===== src/rtl/uart_pkg.sv =====
// Shared types and constants for the UART receive path.
package uart_pkg;

  localparam int UART_DATA_BITS    = 8;
  localparam int UART_CLKS_PER_BIT = 868;

  typedef enum logic [2:0] {
    IDLE,
    START,
    DATA,
    PARITY,
    STOP,
    WAIT_IDLE
  } state_e;

  function automatic int cnt_w(input int n);
    return (n > 1) ? $clog2(n) : 1;
  endfunction

endpackage


===== src/rtl/uart_rx_sync.sv =====
// Two-flop synchronizer for an idle-high asynchronous input.
module uart_rx_sync (
  input  logic i_clk,
  input  logic i_reset,
  input  logic i_d,
  output logic o_q
);

  logic [1:0] sync_q;
  logic [1:0] sync_d;

  always_comb begin
    sync_d = {sync_q[0], i_d};
  end

  always_ff @(posedge i_clk) begin
    if (i_reset) begin
      sync_q <= 2'b11;
    end else begin
      sync_q <= sync_d;
    end
  end

  assign o_q = sync_q[1];

endmodule


===== src/rtl/uart_rx.sv =====
// 8N1 UART receiver with a one-entry valid/ready holding register.
// Define UART_RX_PARITY_EN for an even-parity bit after the data.
module uart_rx
  import uart_pkg::*;
#(
  parameter int CLKS_PER_BIT = UART_CLKS_PER_BIT,
  parameter int DATA_BITS    = UART_DATA_BITS
) (
  input  logic                 i_clk,
  input  logic                 i_reset,
  input  logic                 i_rx,
  output logic [DATA_BITS-1:0] o_data,
  output logic                 o_valid,
  input  logic                 i_ready,
  output logic                 o_frame_err,
  output logic                 o_overrun,
  input  logic                 i_ovr_clr,
  output logic                 o_parity_err
);

  localparam int CW = cnt_w(CLKS_PER_BIT);
  localparam int IW = cnt_w(DATA_BITS);
  localparam logic [CW-1:0] HALF_M1  = CW'(CLKS_PER_BIT / 2 - 1);
  localparam logic [CW-1:0] FULL_M1  = CW'(CLKS_PER_BIT - 1);
  localparam logic [IW-1:0] IDX_LAST = IW'(DATA_BITS - 1);

`ifdef UART_RX_PARITY_EN
  localparam state_e AFTER_DATA = PARITY;
`else
  localparam state_e AFTER_DATA = STOP;
`endif

  logic rx_s;

  uart_rx_sync u_sync (
    .i_clk  (i_clk),
    .i_reset(i_reset),
    .i_d    (i_rx),
    .o_q    (rx_s)
  );

  state_e               state_q, state_d;
  logic [CW-1:0]        cnt_q, cnt_d;
  logic [IW-1:0]        idx_q, idx_d;
  logic [DATA_BITS-1:0] shift_q, shift_d;
  logic [DATA_BITS-1:0] data_q, data_d;
  logic                 valid_q, valid_d;
  logic                 ferr_q, ferr_d;
  logic                 ovr_q, ovr_d;
  logic                 deliver;
  logic                 bit_end;
`ifdef UART_RX_PARITY_EN
  logic                 perr_q, perr_d;
  logic                 pbad_q, pbad_d;
`endif

  assign bit_end = (cnt_q == FULL_M1);

  always_comb begin
    state_d = state_q;
    cnt_d   = cnt_q + CW'(1);
    idx_d   = idx_q;
    shift_d = shift_q;
    data_d  = data_q;
    valid_d = valid_q;
    ferr_d  = 1'b0;
    ovr_d   = ovr_q & ~i_ovr_clr;
    deliver = 1'b0;
`ifdef UART_RX_PARITY_EN
    perr_d  = 1'b0;
    pbad_d  = pbad_q;
`endif
    unique case (state_q)
      IDLE: begin
        cnt_d = '0;
        if (!rx_s) state_d = START;
      end
      START: begin
        if (cnt_q == HALF_M1) begin
          cnt_d   = '0;
          idx_d   = '0;
          state_d = rx_s ? IDLE : DATA;
        end
      end
      DATA: begin
        if (bit_end) begin
          cnt_d          = '0;
          shift_d[idx_q] = rx_s;
          idx_d          = idx_q + IW'(1);
          if (idx_q == IDX_LAST) state_d = AFTER_DATA;
        end
      end
`ifdef UART_RX_PARITY_EN
      PARITY: begin
        if (bit_end) begin
          cnt_d   = '0;
          pbad_d  = rx_s ^ (^shift_q);
          perr_d  = pbad_d;
          state_d = STOP;
        end
      end
`endif
      STOP: begin
        if (bit_end) begin
          cnt_d = '0;
          if (rx_s) begin
`ifdef UART_RX_PARITY_EN
            deliver = ~pbad_q;
`else
            deliver = 1'b1;
`endif
            state_d = IDLE;
          end else begin
            ferr_d  = 1'b1;
            state_d = WAIT_IDLE;
          end
        end
      end
      WAIT_IDLE: begin
        cnt_d = '0;
        if (rx_s) state_d = IDLE;
      end
      default: begin
        cnt_d   = '0;
        state_d = IDLE;
      end
    endcase

    // A full register takes the new byte only if the old one leaves now.
    if (deliver) begin
      if (!valid_q || i_ready) begin
        data_d  = shift_q;
        valid_d = 1'b1;
      end else begin
        ovr_d = 1'b1;
      end
    end else if (valid_q && i_ready) begin
      valid_d = 1'b0;
    end
  end

  always_ff @(posedge i_clk) begin
    if (i_reset) begin
      state_q <= IDLE;
      cnt_q   <= '0;
      idx_q   <= '0;
      shift_q <= '0;
      data_q  <= '0;
      valid_q <= 1'b0;
      ferr_q  <= 1'b0;
      ovr_q   <= 1'b0;
`ifdef UART_RX_PARITY_EN
      perr_q  <= 1'b0;
      pbad_q  <= 1'b0;
`endif
    end else begin
      state_q <= state_d;
      cnt_q   <= cnt_d;
      idx_q   <= idx_d;
      shift_q <= shift_d;
      data_q  <= data_d;
      valid_q <= valid_d;
      ferr_q  <= ferr_d;
      ovr_q   <= ovr_d;
`ifdef UART_RX_PARITY_EN
      perr_q  <= perr_d;
      pbad_q  <= pbad_d;
`endif
    end
  end

  assign o_data      = data_q;
  assign o_valid     = valid_q;
  assign o_frame_err = ferr_q;
  assign o_overrun   = ovr_q;
`ifdef UART_RX_PARITY_EN
  assign o_parity_err = perr_q;
`else
  assign o_parity_err = 1'b0;
`endif

endmodule

===== config.mk =====
export PLATFORM = sky130hd
export DESIGN_NAME = uart_rx
export DESIGN_NICKNAME = d
export VERILOG_FILES = /design/src/rtl/uart_pkg.sv /design/src/rtl/uart_rx_sync.sv /design/src/rtl/uart_rx.sv
export SDC_FILE = /design/constraint.sdc
export NUM_CORES = 1
export LEC_CHECK = 0
export ABC_AREA = 1
export ABC_CLOCK_PERIOD_IN_PS = 2100
export BUFFER_PORTS_ARGS = -buffer_cell sky130_fd_sc_hd__clkbuf_2
export CORE_MARGIN = 8
export CORE_UTILIZATION = 58
export CTS_CLUSTER_SIZE = 14
export DETAILED_ROUTE_END_ITERATION = 6
export GPL_TIMING_DRIVEN = 0
export PLACE_DENSITY = 0.78
export SLEW_MARGIN = 10
export SYNTH_ARGS = -nofsm -noshare
export SYNTH_HDL_FRONTEND = slang
export SYNTH_SLANG_ARGS = --single-unit

===== constraint.sdc =====
create_clock -name i_clk -period 2.1 [get_ports i_clk]
set_clock_uncertainty 0.05 [all_clocks]
set_input_delay 0.21 -clock i_clk [delete_from_list [all_inputs] [get_ports i_clk]]
set_output_delay 0.21 -clock i_clk [all_outputs]
set_load 0.02 [all_outputs]

Word level (Yosys, flattened, before mapping)
Cells that the tools add are included.
{"block": "totals", "out_inout_bits": 12, "latch_bits": 0, "wordCells": 72, "mem_bits_ro": 0, "memories": 0, "regBits": 37, "mem_bits_rw": 0}
{"block": "classes", "n_reduce_logical": 14, "div": 0, "n_bitwise": 4, "shift": 0, "addsub": 2, "n_mux": 27, "n_eq_ne": 14, "n_mul": 0, "magnitude_cmp": 2}
{"op": "$mux W3", "count": 9}
{"op": "$mux W10", "count": 2}
{"op": "$pmux W10 S2", "count": 1}
{"op": "$pmux W3 S5", "count": 1}
{"op": "$add A10 B1 Y10 const B", "count": 1}
{"op": "$eq A10 B10 Y1 const B", "count": 1}
{"op": "$eq A10 B9 Y1 const B", "count": 1}
{"op": "$mux W1", "count": 10}
{"op": "$ne A2 B2 Y1 const B", "count": 5}
{"op": "$eq A3 B3 Y1 const B", "count": 3}
{"op": "$bwmux W8", "count": 1}
{"op": "$pmux W3 S2", "count": 1}
{"op": "$reduce_and A2 Y1", "count": 3}
{"op": "$reduce_and A6 Y1", "count": 1}
{"op": "$lt A3 B4 Y1 const B", "count": 1}
{"op": "$ne A2 B1 Y1 const B", "count": 2}
{"op": "$reduce_bool A2 Y1", "count": 2}
{"op": "$add A3 B1 Y3 const B", "count": 1}
{"op": "$demux W1 S3", "count": 1}
{"op": "$eq A3 B1 Y1 const B", "count": 1}
{"op": "$eq A3 B2 Y1 const B", "count": 1}
{"op": "$ge A3 B1 Y1 const B", "count": 1}
{"op": "$logic_not A3 Y1", "count": 1}
{"op": "$not A1 Y1", "count": 3}
{"op": "other kinds (8)", "count": 9}

Depth between registers and ports, before layout
Gate-level depths: netlist of the first run.
{"block": "logic_depth", "ltp_word": 5, "depth_mapped": 11}

By module
From an unflattened synthesis of the first run, not the netlist that was laid out.
{"block": "unflattened", "cells_unflattened": 258, "hier_area_um2": 1783.0}
{"mod": "uart_rx", "area_each_um2": 1724.2, "seq_area_each_um2": 700.7, "cells_per_inst": 251, "n_inst": 1}
{"mod": "uart_rx_sync", "area_each_um2": 58.8, "seq_area_each_um2": 40.0, "cells_per_inst": 7, "n_inst": 1}

Worst setup path before layout of the first run
No wires, ideal clock.
{"block": "synth_path", "kind": "flip-flop to flip-flop", "from": "register cnt_q[0]", "to": "register data_q[0] (netlist: o_data[0])", "setup_slack_ps": 600, "path_buffers": 1, "period_less_slack_ps": 1500, "path_stages_with_launch": 10, "setup_time_ps": 113, "t_required_ps": 1937, "arrival_ps": 1338, "cell_sequence": "dfxtp_1 -> ha_1 -> inv_2 -> nor2_2 -> nand3_1 -> nor2_2 -> nand4_4 -> buf_6 -> nor2_1 -> nor2_1"}
{"block": "synth_via", "elab_chain_len": 4}
{"element": "from (decl)", "line": "uart_rx.sv:43", "source": "logic [CW-1:0] cnt_q, cnt_d;"}
{"element": "from (signal assigned)", "line": "uart_rx.sv:158", "source": "cnt_q <= cnt_d;"}
{"element": "$eq A10 B10 Y1", "line": "uart_rx.sv:57", "source": "assign bit_end = (cnt_q == FULL_M1);"}
{"element": "$mux W1", "line": "uart_rx.sv:104", "source": "if (bit_end) begin"}
{"element": "$mux W1", "line": "uart_rx.sv:73", "source": "unique case (state_q)"}
{"element": "$reduce_and A2 Y1 (no source line)"}
{"element": "to (signal assigned)", "line": "uart_rx.sv:161", "source": "data_q <= data_d;"}
{"element": "to (decl)", "line": "uart_rx.sv:46", "source": "logic [DATA_BITS-1:0] data_q, data_d;"}
Every way passes these cells.
A chain may end at the register's enable or synchronous reset.

Worst setup path after layout of the first run
{"block": "layout_path", "from": "register cnt_q[0]", "to": "register data_q[6] (netlist: o_data[6])"}
Same word-level chain as after synthesis.

==> results of run 1 <==
[through the flow]
stage	utilization, %	area (um2)	cells
finish	68.0	2060	343
global route	68.0	2060	343
CTS	68.0	2060	343
detailed placement	64.8	1960	334
global placement	64.8	1960	334
floorplan	-	1840	276
[worst register-to-register path, stage by stage, from the launching register on]
cell and delay (ps):
dfxtp_1 400, ha_1 250, inv_2 50, nor2_2 100, nand3_1 110, nor2_2 210, nand4_4 180, buf_6 200
nand2_1 60, nand2_1 50, nor2_1 90
[cell type report]
| class | instances | share of cell area [%] |
|---|---|---|
| buffer | 7 | 2.07 |
| clock buffer | 7 | 2.67 |
| clock inverter | 1 | 1.46 |
| inverter | 45 | 8.21 |
| multi-input combinational | 187 | 43.0 |
| sequential | 37 | 36.0 |
| tap | 44 | 2.67 |
| timing repair buffer | 15 | 3.89 |
[flip-flops by register name (all words and copies together) (netlist names), 2 cells and up]
| register | count |
|---|---|
| state_q | 3 |
| cnt_q | 10 |
| u_sync.sync_q | 2 |
| o_data | 8 |
| idx_q | 3 |
| shift_q | 8 |
[worst max-delay path by stage]
stage                             end                start  slack, ps  cells past startpoint
6_report       o_data[6]$_SDFFE_PP0P_  cnt_q[0]$_SDFF_PP0_        300                     10
5_1_grt        o_data[7]$_SDFFE_PP0P_  cnt_q[0]$_SDFF_PP0_        140                     10
4_1_cts        o_data[6]$_SDFFE_PP0P_  cnt_q[0]$_SDFF_PP0_        310                     10
3_5_place_dp   o_data[6]$_SDFFE_PP0P_  cnt_q[0]$_SDFF_PP0_        370                     10
3_3_place_gp   o_data[7]$_SDFFE_PP0P_  cnt_q[0]$_SDFF_PP0_        390                     10
2_1_floorplan  o_data[0]$_SDFFE_PP0P_  cnt_q[0]$_SDFF_PP0_        600                      9
[routing by layer]
layer	share of wire, %	track usage, %	vias up
met4	1.3	7.48	0
met2	46	23.4	49
li1	-	-	882
met5	0	0	-
met3	6.8	4.27	6
met1	46	17.6	717
[cell families (layout without fill, tap and decap cells)]
kind of cell,count (synthesis),after routing,share of synthesized area [%]
other cells,1,1,0.204
flops,37,37,40.3
buf+inv,52,75,11.5
simple gates,166,166,39.6
xor+xnor,6,6,2.86
fa+ha+maj,4,4,2.72
compound gates,10,10,2.86
[cell usage after synthesis (all sizes together) (2+ instances only)]
master	number	area [um2]
nand2	66	260
nor2	66	253
inv	45	169
dfxtp	37	741
nand3	15	75.1
nand4	12	90.1
a21oi	6	30.0
nor3	5	36.3
buf	4	31.3
ha	4	50.1
xor2	4	35.0
clkbuf	3	11.3
o21ai	3	15.0
or2	2	12.5
xnor2	2	17.5
[placed cells by master (no fill, tap or decap), drive strengths merged]
cell type,count
nor2,66
nand2,66
inv,45
dfxtp,37
clkbuf,24
nand3,15
nand4,12
a21oi,6
nor3,5
xor2,4
ha,4
buf,4
o21ai,3
xnor2,2
or2,2
o31ai,1
conb,1
bufinv,1
dlygate4sd3,1
[timing repair]
item,CTS,global route
endpoints found under the setup margin,0,0
hold buffers,1,0
endpoints found under the hold margin,1,0
[where the power goes]
| group | internal [mW] | switching, mW |
|---|---|---|
| Sequential | 0.726 | 0.0370 |
| Combinational | 0.0970 | 0.201 |
| Clock | 0.284 | 0.246 |
| Total | 1.11 | 0.484 |
==> metrics.txt, run 1 <==
# TYPE chip_impl_metric gauge
chip_impl_info{name="run_status",value="complete, no violations"} 1
chip_impl_metric{name="r2r.worst_path.cells",unit=""} 10
chip_impl_metric{name="layout.area.seq",unit="um2"} 741
chip_impl_metric{name="gp_routability_congestion",unit=""} 0.922
chip_impl_info{name="hold_path_end",value="o_overrun$_SDFF_PP0_"} 1
chip_impl_metric{name="crit_path_max_fanout",unit=""} 10
chip_impl_metric{name="fmax",unit="GHz"} 0.555
chip_impl_metric{name="timing.final.ws_setup",unit="ps"} 298
chip_impl_info{name="hp-class",value="in2reg"} 1
chip_impl_metric{name="multiInputGateArea",unit="um2"} 886
chip_impl_info{name="worstSetupEndpointType",value="flip-flop"} 1
chip_impl_metric{name="antenna_violations_before_repair",unit=""} 0
chip_impl_metric{name="ctsResizeCount",unit=""} 0
chip_impl_metric{name="power",unit="mW"} 1.59
chip_impl_metric{name="vdd.ir_drop.worst",unit="V"} 0.000579
chip_impl_metric{name="fillers",unit=""} 262
chip_impl_info{name="timing_worst_setup_path_type",value="reg2reg"} 1
chip_impl_metric{name="totalNegativeSetupSlack",unit="ps"} 0
chip_impl_metric{name="drive_above_1_share",unit="%"} 12.7
chip_impl_metric{name="design.portCount",unit=""} 17
chip_impl_metric{name="finalCriticalPeriod",unit="ps"} 1800
chip_impl_metric{name="whs",unit="ps"} 49.2
chip_impl_info{name="rsz0062_at_grt",value="no"} 1
chip_impl_metric{name="postSynth.asyncResetShare",unit="%"} 0
chip_impl_metric{name="critical_path.max_stage_delay",unit="ps"} 400
chip_impl_metric{name="number_of_buffers_inserted_by_port_buffering",unit=""} 14
chip_impl_metric{name="routed_wl",unit="um"} 3650
chip_impl_metric{name="numClockSinks",unit=""} 37
chip_impl_metric{name="place_hpwl",unit="um"} 2520
chip_impl_metric{name="synthesis.area_per_instance",unit="um2"} 6.66
chip_impl_metric{name="synthesis.nets",unit=""} 285
chip_impl_metric{name="cp_data_arrival_time",unit="ps"} 2050
chip_impl_info{name="reg2reg_to",value="o_data[6]$_SDFFE_PP0P_"} 1
chip_impl_metric{name="clock_latency_late_sink",unit="ps"} 350
chip_impl_info{name="critical_path.cell_chain",value="ha_1, inv_2, nor2_2, nand3_1, nor2_2, nand4_4, buf_6, nand2_1, nand2_1, nor2_1"} 1
chip_impl_metric{name="flow.area_growth_from_synthesis",unit="%"} 12.0
chip_impl_info{name="cts-root-buf",value="clkbuf_4"} 1
chip_impl_metric{name="setup.reg_to_reg.worst_slack",unit="ps"} 300
chip_impl_metric{name="detail_route.vias_per_cell",unit=""} 4.82
chip_impl_metric{name="netlist-cell-type-count",unit=""} 25
chip_impl_metric{name="wire_length_of_the_first_global_routing_pass",unit="um"} 6090
chip_impl_metric{name="yosysWarningCount",unit=""} 0
chip_impl_info{name="hold_start",value="i_ovr_clr"} 1
chip_impl_info{name="startpoint_type",value="flip-flop"} 1
chip_impl_metric{name="cap_violations",unit=""} 0
chip_impl_info{name="crit-reg2reg-launch",value="cnt_q[0]$_SDFF_PP0_"} 1
chip_impl_metric{name="vias",unit=""} 1654
chip_impl_metric{name="htreeDepth",unit=""} 2
chip_impl_metric{name="chipWidth",unit="um"} 72.3
chip_impl_metric{name="report.final.setup_viol",unit=""} 0
chip_impl_metric{name="wl_per_cell",unit="um"} 10.7
chip_impl_info{name="timing.critical_path.slowest_stage_cell",value="dfxtp_1"} 1
chip_impl_metric{name="cp_num_buf_inv",unit=""} 2
chip_impl_metric{name="numCtsBuffers",unit=""} 5
chip_impl_metric{name="tightestPinTransition",unit="ps"} 533
chip_impl_metric{name="layout_worst_path_cycle_share",unit="%"} 85.8
chip_impl_metric{name="required_time_worst_endpoint",unit="ps"} 2340
chip_impl_metric{name="grt-ovfl-total",unit=""} 0
chip_impl_metric{name="die_h",unit="um"} 72.3
chip_impl_metric{name="final_antenna_net_count",unit=""} 0
chip_impl_metric{name="worst_hold_path.num_cells",unit=""} 4
chip_impl_metric{name="ys_ff_latch",unit=""} 37
chip_impl_metric{name="cts_max_path_buffers",unit=""} 2
chip_impl_info{name="most_instantiated_flip_flop_cell_in_the_synthesis_netlist",value="dfxtp_1"} 1
chip_impl_metric{name="post_synth_inst_count",unit=""} 276
chip_impl_metric{name="grt_use_total",unit="%"} 14.7
chip_impl_info{name="cts_tree",value="done"} 1
chip_impl_metric{name="drtPass1Iterations",unit=""} 6
chip_impl_metric{name="pin_count_of_the_biggest_net_entering_global_routing",unit=""} 12
chip_impl_metric{name="synth_edf_count",unit=""} 0
chip_impl_metric{name="clk_transition_reported_paths",unit="ps"} 110
chip_impl_metric{name="power.static_leakage",unit="nW"} 0.980
chip_impl_metric{name="num_antenna_cells",unit=""} 0
chip_impl_metric{name="slew-limit-headroom",unit="%"} 64.5
chip_impl_metric{name="initialDrtViolationCount",unit=""} 133
chip_impl_metric{name="grt_pass1_vias",unit=""} 1416
chip_impl_metric{name="starting_density_of_the_core",unit="%"} 60.7
chip_impl_metric{name="core_region_area",unit="um2"} 3030
chip_impl_metric{name="finalHoldViolations",unit=""} 0
chip_impl_metric{name="final_max_slew_viol_count",unit=""} 0
chip_impl_metric{name="ys_seq_area_share",unit="%"} 40.3
chip_impl_metric{name="drcViolationCount",unit=""} 0
chip_impl_metric{name="post_synth_instance_area",unit="um2"} 1840
chip_impl_metric{name="placement.setup.worst_slack",unit="ps"} 366
chip_impl_metric{name="power_density",unit="nW/um2"} 773
chip_impl_metric{name="layout.nets",unit=""} 307
chip_impl_metric{name="placementRows",unit=""} 20
chip_impl_info{name="critical_path.top_delay_family",value="simple AND/OR/NAND/NOR gates"} 1
chip_impl_metric{name="fp.dieArea",unit="um2"} 5230
chip_impl_metric{name="cts_setup_buffers",unit=""} 0
Power figures use the tool's default switching activity.
==> inputs of run 2 (changes only) <==
CORE_UTILIZATION = 35   (was 58)
PLACE_DENSITY = unset   (was 0.78)
==> run 2 against run 1 <==
  * Via count shrank 3.4%
  * Worst hold slack gained 3.3 ps
  * Fmax up 7.3%
  * Critical endpoint is now o_data[1]$_SDFFE_PP0P_
  * Die area increased by 50%
  * Core utilization shrank 27 points
  * Combinational power is essentially flat
  * Total power shrank 3.6%
  * Highest routed layer unchanged
  * Setup slack better by 120 ps
  * Cell count up 7.0%
  * Wire length is 4.1% lower
==> metrics.txt, run 2 (same netlist as run 1, synthesis figures left out) <==
# TYPE chip_impl_metric gauge
chip_impl_info{name="run_status",value="complete, no violations"} 1
chip_impl_metric{name="flip_flop_count_of_the_largest_register_all_copies_and_words_added",unit=""} 10
chip_impl_metric{name="report.final.setup_viol",unit=""} 0
chip_impl_metric{name="clk_transition_reported_paths",unit="ps"} 70
chip_impl_metric{name="post-place-cells",unit=""} 360
chip_impl_metric{name="cts_max_path_buffers",unit=""} 2
chip_impl_info{name="timing.critical_path.slowest_stage_cell",value="dfxtp_1"} 1
chip_impl_info{name="rsz0062_at_grt",value="no"} 1
chip_impl_metric{name="gp_routability_congestion",unit=""} 0.786
chip_impl_info{name="registers.top_by_ff_count",value="cnt_q"} 1
chip_impl_metric{name="cap_violations",unit=""} 0
chip_impl_info{name="critical_path.cell_chain",value="ha_1, inv_2, nor2_2, nand3_1, nor2_2, nand4_4, buf_6, nor2_1, nor2_1"} 1
chip_impl_metric{name="final_max_slew_viol_count",unit=""} 0
chip_impl_metric{name="die_h",unit="um"} 88.5
chip_impl_metric{name="grt-ovfl-total",unit=""} 0
chip_impl_info{name="hp-class",value="in2reg"} 1
chip_impl_metric{name="routed_wl",unit="um"} 3500
chip_impl_info{name="timing_worst_setup_path_type",value="reg2reg"} 1
chip_impl_metric{name="layout.nets",unit=""} 306
chip_impl_metric{name="initialDrtViolationCount",unit=""} 107
chip_impl_info{name="most_frequent_standard_cell_in_the_layout_excluding_fill_and_tap_cells",value="nor2_1"} 1
chip_impl_info{name="layout_common_cells",value="nor2_1 (64), nand2_1 (63), inv_1 (41), dfxtp_1 (37), nand3_1 (15)"} 1
chip_impl_metric{name="wire_length_of_the_first_global_routing_pass",unit="um"} 6270
chip_impl_metric{name="power.static_leakage",unit="nW"} 0.972
chip_impl_metric{name="core_region_area",unit="um2"} 5070
chip_impl_metric{name="antenna_violations_before_repair",unit=""} 0
chip_impl_metric{name="fmax",unit="GHz"} 0.595
chip_impl_metric{name="cts_setup_buffers",unit=""} 0
chip_impl_metric{name="drcViolationCount",unit=""} 0
chip_impl_metric{name="ctsResizeCount",unit=""} 0
chip_impl_metric{name="flow.area_growth_from_synthesis",unit="%"} 13.0
chip_impl_metric{name="drtPass1Iterations",unit=""} 4
chip_impl_info{name="cts-root-buf",value="clkbuf_8"} 1
chip_impl_metric{name="detail_route.vias_per_cell",unit=""} 4.35
chip_impl_metric{name="grt_pass1_vias",unit=""} 1431
chip_impl_metric{name="chipWidth",unit="um"} 88.5
chip_impl_metric{name="crit_path_max_fanout",unit=""} 10
chip_impl_metric{name="numCtsBuffers",unit=""} 5
chip_impl_metric{name="fp.dieArea",unit="um2"} 7830
chip_impl_metric{name="power_density",unit="nW/um2"} 739
chip_impl_metric{name="htreeDepth",unit=""} 2
chip_impl_metric{name="fillers",unit=""} 572
chip_impl_metric{name="finalCriticalPeriod",unit="ps"} 1680
chip_impl_metric{name="layout.core_utilization",unit="%"} 40.9
chip_impl_metric{name="pin_count_of_the_biggest_net_entering_global_routing",unit=""} 12
chip_impl_metric{name="placementRows",unit=""} 26
chip_impl_metric{name="totalNegativeSetupSlack",unit="ps"} 0
chip_impl_metric{name="wl_per_cell",unit="um"} 9.54
chip_impl_metric{name="place_hpwl",unit="um"} 2580
chip_impl_metric{name="design.portCount",unit=""} 17
chip_impl_metric{name="finalHoldViolations",unit=""} 0
chip_impl_metric{name="starting_density_of_the_core",unit="%"} 36.2
chip_impl_metric{name="cts_hold_repair.buffers",unit=""} 0
chip_impl_metric{name="vias",unit=""} 1598
chip_impl_metric{name="number_of_buffers_inserted_by_port_buffering",unit=""} 14
chip_impl_metric{name="clock_latency_late_sink",unit="ps"} 290
chip_impl_metric{name="numClockSinks",unit=""} 37
chip_impl_metric{name="num_antenna_cells",unit=""} 0
chip_impl_metric{name="critical_path.max_stage_delay",unit="ps"} 370
chip_impl_metric{name="drive_above_1_share",unit="%"} 12.5
chip_impl_metric{name="layout_worst_path_cycle_share",unit="%"} 80.0
chip_impl_metric{name="finalNonFillerCells",unit=""} 367
chip_impl_metric{name="cp_data_arrival_time",unit="ps"} 1820
chip_impl_info{name="cts_tree",value="done"} 1
chip_impl_metric{name="final_antenna_net_count",unit=""} 0
chip_impl_metric{name="required_time_worst_endpoint",unit="ps"} 2240
chip_impl_info{name="startpoint_type",value="flip-flop"} 1
chip_impl_info{name="worstSetupEndpointType",value="flip-flop"} 1
chip_impl_metric{name="grt_use_total",unit="%"} 10.3
chip_impl_metric{name="vdd.ir_drop.worst",unit="V"} 0.000377
## run 2: changes by cell type in the layout (fill, tap and decap cells not counted), sizes merged
cell	change
bufinv	-1
clkbuf	-1
clkinv	+1
dlygate4sd3	-1
## run 2: cell type report
class / count / area, um2 / area share [%]
multi-input combinational: 187 / 886 / 42.7
sequential: 37 / 741 / 35.7
inverter: 45 / 169 / 8.13
tap: 70 / 87.6 / 4.22
clock buffer: 6 / 72.6 / 3.49
timing repair buffer: 14 / 70.1 / 3.37
buffer: 7 / 42.5 / 2.05
clock inverter: 1 / 8.76 / 0.422
## run 2: path summary, 6_finish.rpt
kind                               start  cells past startpoint  slack (ps)                           to
min reg2reg  u_sync.sync_q[0]$_SDFF_PP1_                      1         370  u_sync.sync_q[1]$_SDFF_PP1_
min                                 i_rx                      2          50  u_sync.sync_q[0]$_SDFF_PP1_
max reg2reg          cnt_q[0]$_SDFF_PP0_                      9         420       o_data[1]$_SDFFE_PP0P_
max                  cnt_q[0]$_SDFF_PP0_                      9         420       o_data[1]$_SDFFE_PP0P_
## run 2: routing by layer
metal / part of all wire, % / track usage (%)
met1: 53 / 12.7
met2: 40 / 15.2
met3: 4.5 / 3.53
met4: 2.5 / 5.53
met5: 0 / 0
## run 2: worst max-delay path, delay by kind of cell, from the launching register on
kind                     cells  cell delay, ps
adder cells (fa/ha/maj)      1             230
AND/OR/NAND/NOR              6             680
buffers and inverters        2             250
flip-flops                   1             370
## run 2: where the power goes
part	switching, mW	internal [mW]	total (mW)
Sequential	0.0382	0.726	0.764
Clock	0.243	0.230	0.472
Combinational	0.202	0.0961	0.298
Total	0.483	1.05	1.53
## run 2: stage by stage
step / setup slack [ps] / hold slack [ps] / power [mW] / area [um2]
floorplan: 600 / 264 / 1.02 / 1840
global route: 237 / 35.0 / 1.65 / 2080
detailed placement: 406 / 346 / 1.08 / 2000
finish: 420 / 52.5 / 1.53 / 2080
global placement: 407 / 343 / 1.07 / 2000
CTS: 396 / 43.9 / 1.56 / 2080
